==> src/rtl/coin_input_cond.sv <==
// Input conditioning for the game core: synchronise and debounce the active-high
// controls, turn coin contacts into queued, fixed-width, rate-limited coin pulses.
module coin_input_cond #(
    parameter int CLK_HZ  = 48000000,
    parameter int DEB_MS  = 8,
    parameter int COIN_MS = 50,
    parameter int GAP_MS  = 50
) (
    input  logic        clk_sys,
    input  logic        reset_n,
    input  logic [10:0] IN,
    output logic [10:0] INP,
    output logic        TICK,
    output logic [1:0]  COIN_OVF
);
    localparam int TICK_DIV = CLK_HZ / 1000;
    localparam int TW       = (TICK_DIV > 1) ? $clog2(TICK_DIV) : 1;

    typedef enum logic [1:0] {
        ST_IDLE,
        ST_PULSE,
        ST_GAP
    } coin_st_t;

    logic [TW-1:0] r_tick_cnt;
    logic          w_tick;
    logic [10:0]   r_sync1;
    logic [10:0]   r_sync2;
    logic [10:0]   r_deb;
    logic [3:0]    r_deb_cnt [11];
    logic [1:0]    r_coin_q;
    logic [1:0]    w_press;
    coin_st_t      r_state   [2];
    logic [1:0]    r_pend    [2];
    logic [7:0]    r_timer   [2];
    logic [1:0]    r_ovf;
    logic [10:0]   r_inp;

    // Free-running 1 ms strobe; input activity never restarts it.
    assign w_tick = (r_tick_cnt == TW'(TICK_DIV - 1));

    always_ff @(posedge clk_sys or negedge reset_n) begin
        if (!reset_n) begin
            r_tick_cnt <= '0;
        end else if (w_tick) begin
            r_tick_cnt <= '0;
        end else begin
            r_tick_cnt <= r_tick_cnt + 1'b1;
        end
    end

    // NOTE: the per-bit counter array is reset element by element in a loop; it is a
    // handful of flops, not a RAM, so it must come out of reset in a known state.
    always_ff @(posedge clk_sys or negedge reset_n) begin
        if (!reset_n) begin
            r_sync1  <= '0;
            r_sync2  <= '0;
            r_deb    <= '0;
            r_coin_q <= '0;
            for (int i = 0; i < 11; i++) r_deb_cnt[i] <= '0;
        end else begin
            r_sync1  <= IN;
            r_sync2  <= r_sync1;
            r_coin_q <= r_deb[9:8];
            for (int i = 0; i < 11; i++) begin
                if (r_sync2[i] == r_deb[i]) begin
                    r_deb_cnt[i] <= '0;
                end else if (w_tick) begin
                    if (r_deb_cnt[i] == 4'(DEB_MS - 1)) begin
                        r_deb[i]     <= ~r_deb[i];
                        r_deb_cnt[i] <= '0;
                    end else begin
                        r_deb_cnt[i] <= r_deb_cnt[i] + 1'b1;
                    end
                end
            end
        end
    end

    assign w_press = r_deb[9:8] & ~r_coin_q;

    // NOTE: all sequential state uses non-blocking assignments so every channel sees
    // the pre-edge values of r_state/r_pend regardless of statement order.
    always_ff @(posedge clk_sys or negedge reset_n) begin
        if (!reset_n) begin
            r_ovf <= '0;
            for (int ch = 0; ch < 2; ch++) begin
                r_state[ch] <= ST_IDLE;
                r_pend[ch]  <= '0;
                r_timer[ch] <= '0;
            end
        end else begin
            for (int ch = 0; ch < 2; ch++) begin
                r_ovf[ch] <= 1'b0;
                case (r_state[ch])
                    ST_IDLE: begin
                        if (w_press[ch] || (r_pend[ch] != 2'd0)) begin
                            r_state[ch] <= ST_PULSE;
                            r_timer[ch] <= '0;
                            // A press arriving with a queued coin replaces the one taken.
                            if (!w_press[ch]) r_pend[ch] <= r_pend[ch] - 1'b1;
                        end
                    end
                    ST_PULSE: begin
                        if (w_tick) begin
                            if (r_timer[ch] == 8'(COIN_MS - 1)) begin
                                r_state[ch] <= ST_GAP;
                                r_timer[ch] <= '0;
                            end else begin
                                r_timer[ch] <= r_timer[ch] + 1'b1;
                            end
                        end
                    end
                    ST_GAP: begin
                        if (w_tick) begin
                            if (r_timer[ch] == 8'(GAP_MS - 1)) begin
                                r_state[ch] <= ST_IDLE;
                                r_timer[ch] <= '0;
                            end else begin
                                r_timer[ch] <= r_timer[ch] + 1'b1;
                            end
                        end
                    end
                    default: r_state[ch] <= ST_IDLE;
                endcase

                if ((r_state[ch] != ST_IDLE) && w_press[ch]) begin
                    if (r_pend[ch] == 2'd3) begin
                        r_ovf[ch] <= 1'b1;
                    end else begin
                        r_pend[ch] <= r_pend[ch] + 1'b1;
                    end
                end
            end
        end
    end

    always_ff @(posedge clk_sys or negedge reset_n) begin
        if (!reset_n) begin
            r_inp <= 11'h7FF;
        end else begin
            r_inp[7:0] <= ~r_deb[7:0];
            r_inp[8]   <= (r_state[0] != ST_PULSE);
            r_inp[9]   <= (r_state[1] != ST_PULSE);
            r_inp[10]  <= ~r_deb[10];
        end
    end

    assign INP      = r_inp;
    assign TICK     = w_tick;
    assign COIN_OVF = r_ovf;

endmodule

==> config.mk <==
export PLATFORM = sky130hd
export DESIGN_NAME = coin_input_cond
export DESIGN_NICKNAME = d
export VERILOG_FILES = /design/src/rtl/coin_input_cond.sv
export SDC_FILE = /design/constraint.sdc
export NUM_CORES = 1
export LEC_CHECK = 0
export ABC_AREA = 1
export BUFFER_PORTS_ARGS = -buffer_cell sky130_fd_sc_hd__buf_2
export CORE_AREA = 2 2 117 119
export DETAILED_ROUTE_END_ITERATION = 7
export DIE_AREA = 0 0 119 121
export GPL_TIMING_DRIVEN = 0
export MAX_ROUTING_LAYER = met4
export PLACE_DENSITY = 0.68
export SLEW_MARGIN = 25
export SYNTH_ARGS = -nofsm -noshare
export SYNTH_HDL_FRONTEND = slang
export SYNTH_SLANG_ARGS = --single-unit
==> constraint.sdc <==
create_clock -name clk_sys -period 1.6 [get_ports clk_sys]
set_input_delay 0.32 -clock clk_sys [delete_from_list [all_inputs] [get_ports clk_sys]]
set_output_delay 0.32 -clock clk_sys [all_outputs]
set_load 0.1 [all_outputs]
==> flow_summary.toml <==
[run_status]
status = "finished, violations left"
violations = "negative setup slack"

[yosys]
synth_cell_types = 29
avgSynthCellArea_um2 = 8.78
yosysSeqAreaShare = 0.518
synth_seq_cells = 132
synthCells = 729
yosys_warnings = 0
synth_nets = 770
synth_area_mm2 = 0.00640

[sta]
fin_ws_ns = -0.418
min_period_ns = 2.02
tns_ns = -10.74
skew_ns = 0.00643
drv_slew = 0
setup_violations = 75
slew_headroom = 0.569
grt_setup_unrepaired = "true"
tightest_slew_ns = 0.645
holdWs_ns = 0.347
fin_crit_sh = 1.26
fmax_mhz = 496
hold_viol = 0

[finish]
fin_cells = 1009
fin_nets = 861
diodes = 0
utilization = 0.638
finalInstanceArea_mm2 = 0.00835
final_cell_mix = "nand2_1 (164), dfrtp_1 (120), inv_1 (83)"
drive_gt1_frac = 0.236
area_delta_synth_final_pct = 30.5
layout_commonest_cell = "nand2_1"

[critical_path]
start_kind = "register"
r2r_slack_ns = -0.25
worstReg2RegStart = "r_tick_cnt[0]"
r2r_end = "r_deb_cnt[34]"
critPathMaxFanout = 2
reg2reg_depth = 11
worstPathRequired_ns = 1.28
crit_type = "reg2out"
endpoint = "TICK"
endpoint_kind = "output pin"
cp_data_arrival_time_ns = 1.70
cp-startpoint = "r_tick_cnt[0]"

[placed_design]
dp.cells = 932
dp_hpwl_um = 8320
dpl_cell_area_mm2 = 0.00682
port_buffers = 26
dpl_worst_slack_ns = -0.551
place_congestion = 0.832

[clock_tree]
numCtsBuffers = 17
insertion_delay_ns = 0.42
cts_sinks = 132
ctsLongestPathBuffers = 2
root_buffer = "clkbuf_16"
clkTransAtPathRegs_ns = 0.06
htreeDepth = 4
cts_tree = "yes"

[pwr]
vdd_ir_drop_max_v = 0.000653
p_leak_nw = 4.08
total_power_mw = 7.44
power_density_mw_per_mm2 = 891

[drt]
viasPerCell = 5.16
drt-initial-drc-count = 298
wire_per_inst_um = 14.2
route.vias.total = 5206
first_pass_iters = 5
drc = 0
postRouteAntennaNets = 0
finalWirelength_um = 14300

[die]
rows = 42
ios = 27
fp.dieW_um = 119
initial_core_util = 0.489
dieArea_mm2 = 0.0144
core_area_mm2 = 0.0131
fp.dieH_um = 121

[global_route]
grt_pass1_vias = 5274
antenna_found_initial = 0
gr-usage-all-layers = 0.218
grt-ovfl-total = 0
grt_max_degree = 72
grt_pass1_wl_um = 24100

[job]
maxCapViolCount = 0

[min_path]
hold_class = "reg2reg"
==> per-layer routing <==
layer | GRT usage | share of wire
met5 | - | 0
met1 | 0.259 | 0.43
met4 | 0.103 | 0.026
met3 | 0.0475 | 0.038
met2 | 0.356 | 0.50
==> power breakdown <==
part	leakage (nW)	total, mW	switching [mW]	internal (mW)
logic	2.06	0.172	0.113	0.0582
registers	1.74	3.38	0.0138	3.37
clock network	0.280	3.88	1.43	2.46
total	4.08	7.44	1.55	5.89
==> what timing repair did <==
item | in CTS | in global routing
hold buffers | 12 | 0
setup endpoints to repair | 89 | 89
endpoints found under the hold margin | 65 | 0
gates cloned | 6 | 3
gates resized for setup | 101 | 36
buffers inserted | 22 | 8
pin swaps | 9 | 14
==> registers in the layout (all words and copies together), names as in the netlist, 4 cells and up, named ones only <==
name        count
r_deb          11
r_sync2        11
r_tick_cnt     16
r_deb_cnt      44
r_sync1        11
r_state         4
r_timer        16
INP            11
==> final cells by class <==
type	instances	area, um2
clock inverter	7	96.3
buffer	11	180
sequential	132	3320
fill	997	4730
multi-input combinational	497	2910
tap	176	220
timing repair buffer	75	805
clock buffer	25	495
inverter	86	333
==> worst max-delay path, cell delays in order, from the launching register on <==
cell,delay (ns)
dfrtp_1,0.39
ha_4,0.17
nand3_4,0.08
nor3_4,0.20
nand2_4,0.11
inv_8,0.07
buf_12,0.10
buf_12,0.16
==> how the worst min path moves through the flow <==
| stage | start | to | slack [ns] | cells past startpoint |
|---|---|---|---|---|
| floorplan | reset_n | COIN_OVF[0] | 0.02 | 0 |
| global placement | r_sync1[10] | r_sync2[10] | 0.33 | 0 |
| detailed placement | reset_n | r_deb[1] | 0.29 | 1 |
| CTS | r_sync1[0] | r_sync2[0] | 0.35 | 0 |
| global route | r_sync1[0] | r_sync2[0] | 0.36 | 0 |
| finish | r_sync1[0] | r_sync2[0] | 0.35 | 0 |
==> cell families (layout without fill, tap and decap cells) <==
kind of cell	after synthesis	after routing	synth area share
AO/OA/AOI/OAI	63	63	0.0598
AND/OR/NAND/NOR	372	372	0.251
adder cells (fa/ha/maj)	28	28	0.0547
buffers and inverters	100	204	0.0696
XOR/XNOR	34	34	0.0465
flip-flops	132	132	0.518
==> synth_stat cells <==
cell        n  area share
o21ai_2    14       0.019
o21ai_0    31       0.024
ha_1       28       0.055
nand2_1   179        0.10
nand3_2     1      0.0016
clkbuf_1    2      0.0012
nor3_1      7      0.0055
a21oi_1    12      0.0094
nand3b_1    2      0.0023
o211ai_1    1      0.0012
nor2_2      1     0.00098
nand2_2     4      0.0039
inv_2       2      0.0012
buf_4       2      0.0023
nor3_4      1      0.0025
buf_2       2      0.0016
buf_6       8       0.014
o221ai_1    2      0.0027
nor2_1     70       0.041
or2_2      12       0.012
nand3_1    83       0.065
xor2_1     28       0.038
nand4_1    12       0.012
xnor2_1     6      0.0082
o21bai_1    2      0.0023
inv_1      84       0.049
dfstp_2    11       0.045
dfrtp_1   121        0.47
o21ai_1     1     0.00078
Note: power is estimated with default switching activity, not from simulation.
